File: src/rtl/paralelo_serial_tx.sv
// Byte-to-serial transmitter, MSB first, one bit per clk_32f edge.
// Sends a comma preamble after reset, then data bytes with comma fill on underflow.
module paralelo_serial_tx #(
   parameter logic [7:0]  COMMA       = 8'hBC,
   parameter int unsigned COMMA_COUNT = 4
) (
   input  logic       clk_32f,
   input  logic       reset,
   input  logic [7:0] data_in,
   input  logic       valid_in,
   output logic       ready_out,
   output logic       data_out,
   output logic       active_out,
   output logic       sync_done
);

   typedef enum logic {SYNC, ACTIVE} state_t;

   localparam logic [3:0] COMMA_LAST = 4'(COMMA_COUNT);

   state_t     state_q, state_d;
   logic [2:0] bit_cnt_q, bit_cnt_d;
   logic [7:0] cur_byte_q, cur_byte_d;
   logic       cur_is_data_q, cur_is_data_d;
   logic [7:0] hold_data_q, hold_data_d;
   logic       hold_valid_q, hold_valid_d;
   logic [3:0] comma_cnt_q, comma_cnt_d;
   logic       sync_done_q, sync_done_d;
   logic       data_out_q, data_out_d;
   logic       active_out_q, active_out_d;

   logic boundary;
   logic accept;
   logic consume;

   assign boundary  = (bit_cnt_q == 3'd7);
   assign ready_out = sync_done_q & (~hold_valid_q | boundary);
   assign accept    = valid_in & ready_out;
   assign consume   = boundary & (state_q == ACTIVE) & hold_valid_q;

   assign data_out   = data_out_q;
   assign active_out = active_out_q;
   assign sync_done  = sync_done_q;

   always_ff @(posedge clk_32f or posedge reset) begin
      if (reset) begin
         state_q       <= SYNC;
         bit_cnt_q     <= 3'd0;
         cur_byte_q    <= COMMA;
         cur_is_data_q <= 1'b0;
         hold_data_q   <= 8'h00;
         hold_valid_q  <= 1'b0;
         comma_cnt_q   <= 4'd0;
         sync_done_q   <= 1'b0;
         data_out_q    <= 1'b0;
         active_out_q  <= 1'b0;
      end else begin
         state_q       <= state_d;
         bit_cnt_q     <= bit_cnt_d;
         cur_byte_q    <= cur_byte_d;
         cur_is_data_q <= cur_is_data_d;
         hold_data_q   <= hold_data_d;
         hold_valid_q  <= hold_valid_d;
         comma_cnt_q   <= comma_cnt_d;
         sync_done_q   <= sync_done_d;
         data_out_q    <= data_out_d;
         active_out_q  <= active_out_d;
      end
   end

   always_comb begin
      state_d       = state_q;
      bit_cnt_d     = bit_cnt_q + 3'd1;
      cur_byte_d    = cur_byte_q;
      cur_is_data_d = cur_is_data_q;
      hold_data_d   = hold_data_q;
      hold_valid_d  = hold_valid_q;
      comma_cnt_d   = comma_cnt_q;
      sync_done_d   = sync_done_q;
      data_out_d    = cur_byte_q[3'd7 - bit_cnt_q];
      active_out_d  = cur_is_data_q;

      // A byte is only ever swapped in whole, at the last bit of the previous one.
      if (boundary) begin
         if (consume) begin
            cur_byte_d    = hold_data_q;
            cur_is_data_d = 1'b1;
            hold_valid_d  = 1'b0;
         end else begin
            cur_byte_d    = COMMA;
            cur_is_data_d = 1'b0;
         end
      end

      if (accept) begin
         hold_data_d  = data_in;
         hold_valid_d = 1'b1;
      end

      case (state_q)
         SYNC: begin
            if (boundary) begin
               comma_cnt_d = comma_cnt_q + 4'd1;
               if (comma_cnt_q + 4'd1 == COMMA_LAST) begin
                  state_d     = ACTIVE;
                  sync_done_d = 1'b1;
               end
            end
         end
         ACTIVE: begin
            state_d = ACTIVE;
         end
         default: begin
            state_d = SYNC;
         end
      endcase
   end

endmodule

File: config.mk
export PLATFORM = sky130hd
export DESIGN_NAME = paralelo_serial_tx
export DESIGN_NICKNAME = d
export VERILOG_FILES = /design/src/rtl/paralelo_serial_tx.sv
export SDC_FILE = /design/constraint.sdc
export NUM_CORES = 1
export LEC_CHECK = 0
export CORE_ASPECT_RATIO = 0.5
export CORE_MARGIN = 10
export CORE_UTILIZATION = 44
export CTS_CLUSTER_SIZE = 20
export DETAILED_ROUTE_END_ITERATION = 7
export PLACE_DENSITY = 0.69
export SETUP_SLACK_MARGIN = 0.4
export SLEW_MARGIN = 5
export SYNTH_ARGS = -nofsm -noshare
export SYNTH_HDL_FRONTEND = slang
export SYNTH_SLANG_ARGS = --single-unit
File: constraint.sdc
create_clock -name clk_32f -period 1.7 [get_ports clk_32f]
set_input_delay 0.34 -clock clk_32f [delete_from_list [all_inputs] [get_ports clk_32f]]
set_output_delay 0.34 -clock clk_32f [all_outputs]
set_load 0.01 [all_outputs]
==> flow_summary_export.csv, run 1 <==
group,metric,value,unit
final_layout,antenna_cells,0,
timing,tightest_slew,352,ps
setup_path,r2r_start,"bit_cnt_q[1]$_DFF_PP0_",
final_layout,nFillCells,197,
job,cap_violations,0,
drt,drtIter0Drc,32,
setup_path,slowest_stage,"dfrtp_1",
power_and_ir_drop,powerDensity,984,nW/µm²
synthesis,avgSynthCellArea,14.0,µm²
clock_network,cts-root-buf,"clkbuf_8",
grt,grt_pass1_wl,4090,µm
setup_path,r2r_end,"hold_data_q[4]$_DFFE_PP0P_",
timing,setup_viol_count_final,0,
floorplanning,initial_utilization,46.9,%
grt,grt.overflow.total,0,
final_layout,seq_area,732,µm²
floorplanning,die_w,95.0,µm
timing,post-route-min-period,1640,ps
floorplanning,core_area,2640,µm²
timing,max-slew-margin-rel,76.5,%
final_layout,nets,133,
floorplanning,ioPinCount,15,
timing,fin_tns_setup,0,ps
drt,firstDrtPassIters,4,
final_layout,syn2layout_area_growth,34.0,%
setup_path,critPathLaunchType,"register",
timing,slew_violations,0,
synthesis,yosysUniqueCellTypes,26,
floorplanning,die_h,57.5,µm
drt,postRouteWirelength,2410,µm
timing,hold_violations,0,
drt,via_per_inst,5.12,
drt,ant_nets,0,
placement,dpl.hpwl,1760,µm
synthesis,yosys_warnings,0,
drt,wl_per_cell,15.4,µm
run_status,status,"finished clean",
clock_network,htreeDepth,2,
setup_path,r2r_setup_slack,60,ps
clock_network,numCtsBuffers,5,
synthesis,synthCells,88,
final_layout,final_cell_mix,"dfrtp_1, clkdlybuf4s50_1, mux2_4",
clock_network,cts_sinks,29,
timing,fin_worst_skew,3.83,ps
min_path,hold_start,"active_out_d$_DFFE_PP0P_",
grt,antenna_found_initial,0,
placement,port_buffers,14,
synthesis,synthesis.nets,103,
synthesis,ys_seq_elements,29,
power_and_ir_drop,p_leak,0.000747,µW
final_layout,drive_gt1_share,35.3,%
grt,grtUsageTotal,9.66,%
timing,post-route-period-util,96.7,%
grt,grt_max_degree,30,
timing,rsz0062_at_grt,"yes",
min_path,holdPathEnd,"active_out$_DFF_PP0_",
floorplanning,num_rows,13,
clock_network,clockBufferDepth,2,
clock_network,cts.clk_slew.worst_paths,60,ps
power_and_ir_drop,peakVddDrop,0.559,mV
setup_path,cp-end-kind,"register",
synthesis,syn_area,1240,µm²
final_layout,design_area,1660,µm²
final_layout,multiInputGateArea,523,µm²
final_layout,layout_commonest_cell,"dfrtp_1",
min_path,hold_depth,0,
setup_path,critical_path.cell_chain,"ha_2, ha_4, buf_6, o211ai_4, buf_12, mux2_4",
drt,vias,799,
drt,drc_errors,0,
synthesis,ys_seq_area_share,59.2,%
clock_network,cts_tree,"yes",
setup_path,worstRegToRegCells,6,
setup_path,max_stage_delay,390,ps
grt,grt_pass1_vias,856,
setup_path,crit_fanout,9,
placement,place_area,1530,µm²
setup_path,worstPathArrival,1800,ps
setup_path,worstSetupPathType,"reg2reg",
timing,fmax,608,MHz
setup_path,critPathRequiredTime,1860,ps
placement,gp_congestion,0.761,
floorplanning,die_area,5460,µm²
min_path,min_path_type,"reg2reg",
clock_network,clk_latency,280,ps
## final cells by class
| type | count | area share (%) |
|---|---|---|
| clock inverters | 1 | 0.302 |
| inverters | 6 | 1.36 |
| repair buffers | 24 | 14.0 |
| clock buffers | 7 | 5.82 |
| flip-flops and latches | 29 | 44.2 |
| well taps | 37 | 2.79 |
| multi-input cells | 52 | 31.6 |
## worst max path at each step
stage | startpoint | endpoint | slack (ps) | cells past startpoint
finish | bit_cnt_q[1]$_DFF_PP0_ | hold_data_q[4]$_DFFE_PP0P_ | 60 | 6
global route | bit_cnt_q[1]$_DFF_PP0_ | hold_data_q[1]$_DFFE_PP0P_ | 7 | 6
CTS | bit_cnt_q[1]$_DFF_PP0_ | hold_data_q[1]$_DFFE_PP0P_ | 30 | 6
detailed placement | bit_cnt_q[1]$_DFF_PP0_ | ready_out | -40 | 5
global placement | bit_cnt_q[1]$_DFF_PP0_ | ready_out | 20 | 5
floorplan | bit_cnt_q[0]$_DFF_PP0_ | hold_data_q[0]$_DFFE_PP0P_ | 40 | 5
## cell families after synthesis
kind of cell / Yosys count / synth area share [%]
AO/OA/AOI/OAI: 15 / 10.5
multiplexers: 11 / 12.8
AND/OR/NAND/NOR: 19 / 8.91
flip-flops: 29 / 59.2
adder cells (fa/ha/maj): 4 / 4.05
buffers and inverters: 7 / 2.43
XOR/XNOR: 3 / 2.13
## cell usage after synthesis
library cell	instances	area, µm²
mux4_1	2	52.6
mux2_4	1	15.0
dfstp_2	5	131
dfrtp_1	24	601
o22a_1	5	43.8
o211ai_1	1	7.51
a21o_1	1	7.51
o221ai_1	1	8.76
o21ai_0	1	5.00
nand4_1	2	12.5
mux2_2	8	90.1
a21oi_1	2	10.0
nand3b_1	2	15.0
and4b_2	1	11.3
inv_1	6	22.5
nand2_1	7	26.3
nor3_1	1	5.00
xnor2_1	3	26.3
buf_4	1	7.51
nand4b_1	1	8.76
ha_1	4	50.1
nand3_1	2	10.0
and4_1	1	8.76
a22o_1	3	26.3
o211ai_4	1	21.3
nor2b_1	2	12.5
## layer usage
metal | track usage, % | up-vias | share of wire (%)
met2 | 15.1 | 19 | 46
met1 | 11.5 | 388 | 46
li1 | - | 384 | -
met4 | 4.45 | 0 | 2.6
met3 | 3.91 | 8 | 5.5
met5 | 0 | - | 0
## critical path, delay by kind of cell, from the launching register on
family | cells | cell delay, ps
AO/OA/AOI/OAI | 1 | 180
adder cells (fa/ha/maj) | 2 | 360
buffers and inverters | 2 | 290
flip-flops | 1 | 390
multiplexers | 1 | 300
## repair_timing
| action | in CTS | in global routing |
|---|---|---|
| hold endpoints to repair | 0 | 0 |
| gates resized for setup | 12 | 2 |
| setup endpoints to repair | 24 | 22 |
| setup buffers | 1 | 2 |
| hold buffers | 0 | 0 |
## state kept, by name, summed over array words and instances (netlist names)
| signal | count |
|---|---|
| comma_cnt_q | 4 |
| sync_done | 1 |
| cur_byte_q | 8 |
| hold_data_q | 8 |
| bit_cnt_q | 3 |
| state_q | 1 |
| active_out_d | 1 |
| data_out | 1 |
| hold_valid_q | 1 |
| active_out | 1 |
## metrics by stage
step                setup slack (ps)  power (µW)  hold slack, ps  std cells  util (%)
floorplan                       37.0         949             354         88         -
global placement                22.6        1010             367        145      58.2
detailed placement             -37.8        1030             374        145      58.2
CTS                             31.7        1650             388        154      62.3
global route                    7.03        1700             400        156      62.9
finish                          56.1        1630             383        156      62.9
## power breakdown
group	internal (µW)	switching [µW]
clock	365	256
sequential	783	43.4
combinational	126	55.2
total	1270	355
(Power assumes the default switching activity.)
==> run 2, diff against run 1 <==
Settings changed: CORE_UTILIZATION 44 to 38, CTS_CLUSTER_DIAMETER set to 200, HOLD_SLACK_MARGIN set to 0.08, PLACE_DENSITY 0.69 to 0.61.
==> run 2 against run 1 <==
  * Critical path depth stayed put
  * Non-clock buffer count fell by 2
  * Final cell count grew 0.64%
  * Via count decreased by 0.50%
  * Hold slack got worse by 7.6 ps
  * Clock skew down 1.6 ps
  * Worst setup slack better by 18 ps
  * Core utilization fell by 9.0 points
  * Largest power group unchanged
  * Critical path type unchanged
  * Highest routed layer unchanged
==> flow_summary_export.csv, run 2 (synthesis results as in run 1) <==
group,metric,value,unit
timing,setup_viol_count_final,0,
final_layout,nets,131,
timing,post-route-min-period,1630,ps
grt,grt_pass1_vias,798,
clock_network,clockBufferDepth,2,
timing,fin_worst_skew,2.25,ps
run_status,status,"finished clean",
timing,post-route-period-util,95.7,%
final_layout,drive_gt1_share,36.8,%
final_layout,final_cell_mix,"dfrtp_1, clkdlybuf4s50_1, mux2_4",
setup_path,crit_path_end,"hold_data_q[2]$_DFFE_PP0P_",
setup_path,crit_fanout,9,
drt,drc_errors,0,
final_layout,design_area,1650,µm²
setup_path,worstRegToRegCells,6,
placement,port_buffers,14,
grt,antenna_found_initial,0,
drt,ant_nets,0,
drt,wl_met1,1150,µm
timing,fmax,615,MHz
floorplanning,core_area,3070,µm²
drt,postRouteWirelength,2310,µm
final_layout,layout_commonest_cell,"dfrtp_1",
final_layout,nFillCells,248,
timing,fin_tns_setup,0,ps
min_path,hold_start,"active_out_d$_DFFE_PP0P_",
timing,hold_violations,0,
clock_network,clk_latency,280,ps
power_and_ir_drop,p_leak,0.000732,µW
placement,dpl.hpwl,1620,µm
drt,vias,795,
setup_path,r2r_end,"hold_data_q[2]$_DFFE_PP0P_",
drt,wl_per_cell,14.7,µm
setup_path,critPathRequiredTime,1860,ps
grt,grtUsageTotal,8.09,%
grt,grt_max_degree,30,
placement,place_area,1540,µm²
drt,met3_length,113,µm
drt,drtIter0Drc,35,
floorplanning,die_area,6070,µm²
clock_network,cts_tree,"yes",
clock_network,hold_buffers,0,
setup_path,crit_start,"bit_cnt_q[1]$_DFF_PP0_",
floorplanning,initial_utilization,40.3,%
clock_network,cts_sinks,29,
drt,top_layer,"met4",
setup_path,worstPathArrival,1790,ps
drt,via_per_inst,5.06,
grt,grt_pass1_wl,3760,µm
floorplanning,die_h,60.3,µm
clock_network,numCtsBuffers,5,
final_layout,reg_top3,"cur_byte_q (8), hold_data_q (8), comma_cnt_q (4)",
drt,firstDrtPassIters,3,
clock_network,htreeDepth,2,
final_layout,antenna_cells,0,
floorplanning,ioPinCount,15,
timing,rsz0062_at_grt,"yes",
power_and_ir_drop,powerDensity,935,nW/µm²
timing,tightest_slew,360,ps
timing,slew_violations,0,
clock_network,cts.clk_slew.worst_paths,60,ps
floorplanning,num_rows,14,
final_layout,syn2layout_area_growth,33.5,%
clock_network,cts-root-buf,"clkbuf_8",
drt,dr_wl_met2,1010,µm
setup_path,critPathLaunchType,"register",
placement,gp_congestion,0.815,
min_path,min_path_type,"reg2reg",
setup_path,worstSetupPathType,"reg2reg",
power_and_ir_drop,peakVddDrop,0.515,mV
timing,max-slew-margin-rel,76.0,%
setup_path,r2r_setup_slack,70,ps
setup_path,cp-end-kind,"register",
timing,holdWs,376,ps
grt,grt.overflow.total,0,
job,cap_violations,0,
setup_path,r2r_start,"bit_cnt_q[1]$_DFF_PP0_",
floorplanning,die_w,101,µm
[run 2: layout make-up]
type / instances / area (µm²) / area share (%)
inverter: 6 / 22.5 / 1.36
sequential: 29 / 734 / 44.5
clock inverter: 2 / 10.0 / 0.607
clock buffer: 6 / 72.6 / 4.40
tap: 40 / 50.0 / 3.03
timing repair buffer: 22 / 210 / 12.7
multi-input combinational: 52 / 551 / 33.4
[run 2: what timing repair did]
| action | CTS | global route |
|---|---|---|
| cloned | 0 | 0 |
| endpoints found under the setup margin | 24 | 23 |
| pin swaps | 0 | 1 |
| buffers inserted | 1 | 0 |
| hold endpoints to repair | 0 | 0 |
| gates resized for setup | 11 | 8 |
[run 2: worst min path at each step]
stage / slack (ps) / depth (start not counted) / endpoint
global route: 390 / 0 / active_out$_DFF_PP0_
finish: 380 / 0 / active_out$_DFF_PP0_
global placement: 360 / 0 / active_out$_DFF_PP0_
detailed placement: 370 / 0 / active_out$_DFF_PP0_
CTS: 380 / 0 / active_out$_DFF_PP0_
floorplan: 350 / 0 / active_out$_DFF_PP0_
[run 2: power by group]
group          leakage (µW)  switching, µW  total [µW]  internal (µW)
sequential         0.000329           41.7         825            783
combinational      0.000358           54.2         181            127
clock             0.0000450            255         538            283
total              0.000732            351        1540           1190
[run 2: worst max-delay path: stages, from the launching register on]
cell,delay (ps)
dfrtp_1,380
ha_2,200
ha_4,160
buf_6,140
o211ai_4,170
buf_12,160
mux2_4,300
[run 2: layer usage]
metal,GRT usage (%),vias to the layer above
met1,10.1,396
li1,-,379
met3,4.08,4
met2,11.2,16
met4,4.40,0
met5,0,-
[run 2: stage by stage]
stage	instances	utilization [%]	total power [µW]	setup WS (ps)
3_5_place_dp	148	50.2	1020	-1.25
2_1_floorplan	88	-	949	37.0
5_1_grt	157	53.8	1620	21.4
3_3_place_gp	148	50.2	1020	24.0
6_report	157	53.8	1540	73.9
4_1_cts	157	52.9	1560	33.1
==> run 3, diff against run 2 <==
Settings changed: PLACE_DENSITY 0.61 to 0.58.
==> run 3 against run 2 <==
  * Cell area rose by 2.5%
  * Non-clock buffer count is 3 higher
  * Count of clock-buffer cells in the layout rose by 1
  * Largest cell class unchanged
  * Hold slack better by 6.9 ps
  * First-iteration DRC count down 14%
  * Clock skew rose by 5.9 ps
  * Sequential share of layout area is 1.1 points lower
==> flow_summary_export.csv, run 3 (synthesis results as in run 1) <==
group,metric,value,unit
run_status,status,"finished clean",
floorplanning,die_h,60.3,µm
timing,tightest_slew,362,ps
min_path,min_path_type,"reg2reg",
clock_network,hold_buffers,0,
setup_path,cp-end-kind,"register",
power_and_ir_drop,switching_share,22.6,%
final_layout,reg_top3,"cur_byte_q (8), hold_data_q (8), comma_cnt_q (4)",
power_and_ir_drop,intPower,1280,µW
grt,grt_max_degree,30,
drt,drtIter0Drc,30,
drt,drc_errors,0,
timing,fin_worst_skew,8.16,ps
timing,setup_viol_count_final,0,
floorplanning,num_rows,14,
grt,grtUsageTotal,9.38,%
power_and_ir_drop,peakVddDrop,0.568,mV
clock_network,clockBufferDepth,2,
final_layout,antenna_cells,0,
floorplanning,initial_utilization,40.3,%
placement,place_area,1540,µm²
timing,post-route-min-period,1660,ps
final_layout,design_area,1690,µm²
power_and_ir_drop,power.total,1650,µW
drt,firstDrtPassIters,4,
job,cap_violations,0,
drt,ant_nets,0,
power_and_ir_drop,p_clk_share,38.6,%
setup_path,worstSetupPathType,"reg2reg",
placement,placed_cells,148,
timing,max-slew-margin-rel,75.8,%
floorplanning,ioPinCount,15,
clock_network,cts_sinks,29,
drt,vias,809,
setup_path,critPathLaunchType,"register",
clock_network,htreeDepth,2,
final_layout,final_cell_mix,"dfrtp_1, clkdlybuf4s50_1, mux2_4",
grt,grt_pass1_vias,887,
power_and_ir_drop,power_switching,372,µW
timing,slew_violations,0,
clock_network,cts-root-buf,"clkbuf_8",
setup_path,crit_fanout,9,
final_layout,nets,134,
timing,hold_violations,0,
placement,port_buffers,14,
timing,post-route-period-util,97.8,%
placement,dpl.hpwl,1850,µm
power_and_ir_drop,p_comb_share,11.1,%
clock_network,cts_tree,"yes",
final_layout,layout.cells.non_filler,160,
grt,antenna_found_initial,0,
setup_path,worstPathArrival,1820,ps
final_layout,layout_commonest_cell,"dfrtp_1",
grt,grt_pass1_wl,4370,µm
drt,wl_per_cell,16.5,µm
floorplanning,die_area,6070,µm²
power_and_ir_drop,p_leak,0.000757,µW
clock_network,cts.clk_slew.worst_paths,70,ps
power_and_ir_drop,power_frac_seq,50.3,%
floorplanning,core_area,3070,µm²
drt,postRouteWirelength,2640,µm
final_layout,syn2layout_area_growth,36.8,%
placement,gp_congestion,0.789,
final_layout,nFillCells,238,
setup_path,critPathRequiredTime,1860,ps
power_and_ir_drop,powerDensity,973,nW/µm²
floorplanning,die_w,101,µm
clock_network,clk_latency,280,ps
clock_network,numCtsBuffers,5,
timing,fmax,602,MHz
grt,grt.overflow.total,0,
drt,via_per_inst,5.06,
final_layout,drive_gt1_share,39.2,%
timing,rsz0062_at_grt,"yes",
run 3: repair_timing:
action | CTS | global route
resized for setup | 13 | 7
setup buffers | 2 | 2
setup endpoints to repair | 25 | 24
hold endpoints to repair | 0 | 0
pin swaps | 1 | 1
run 3: layer usage:
layer	GRT usage (%)	part of all wire, %
met5	0	0
met4	4.80	1.4
met3	3.51	4.7
met2	14.8	48
met1	11.1	45
run 3: final timing paths:
check	start	to	slack [ps]	depth (start not counted)
max in group asynchronous	reset	cur_byte_q[2]$_DFFE_PP1P_	950	3
hold / removal	active_out_d$_DFFE_PP0P_	active_out$_DFF_PP0_	380	0
setup reg to reg	bit_cnt_q[0]$_DFF_PP0_	hold_data_q[7]$_DFFE_PP0P_	40	6
hold reg to reg	active_out_d$_DFFE_PP0P_	active_out$_DFF_PP0_	380	0
setup / recovery	bit_cnt_q[0]$_DFF_PP0_	hold_data_q[7]$_DFFE_PP0P_	40	6
min in group asynchronous	reset	sync_done$_DFFE_PP0P_	420	3
run 3: per-stage QoR:
stage                     utilization (%)  setup slack, ps  hold WS [ps]  TNS (ps)
after floorplan                         -             37.0           354         0
after global placement               50.2             16.9           367         0
after detailed placement             50.2            -27.1           382     -27.1
after CTS                            53.8             4.75           389         0
after global routing                 55.2            -3.33           407     -4.92
final                                55.2             37.7           383         0
run 3: cell type report:
| cell class | instances | area, µm² | share of cell area (%) |
|---|---|---|---|
| repair buffers | 25 | 240 | 14.2 |
| inverters | 6 | 22.5 | 1.33 |
| well taps | 40 | 50.0 | 2.96 |
| clock buffers | 7 | 96.3 | 5.70 |
| clock inverters | 1 | 5.00 | 0.296 |
| multi-input cells | 52 | 543 | 32.1 |
| flip-flops and latches | 29 | 734 | 43.4 |
run 3: worst max-delay path: stages (launching register included):
cell	delay (ps)
dfrtp_1	380
ha_2	200
ha_4	170
buf_8	140
o211ai_4	180
buf_12	170
mux2_4	300
run 3: power groups by stage:
stage | logic (µW) | registers [µW] | clock network (µW)
2_1_floorplan | 124 | 824 | 0
3_3_place_gp | 186 | 830 | 0
3_5_place_dp | 191 | 840 | 0
4_1_cts | 186 | 829 | 643
5_1_grt | 198 | 839 | 682
6_report | 183 | 829 | 635
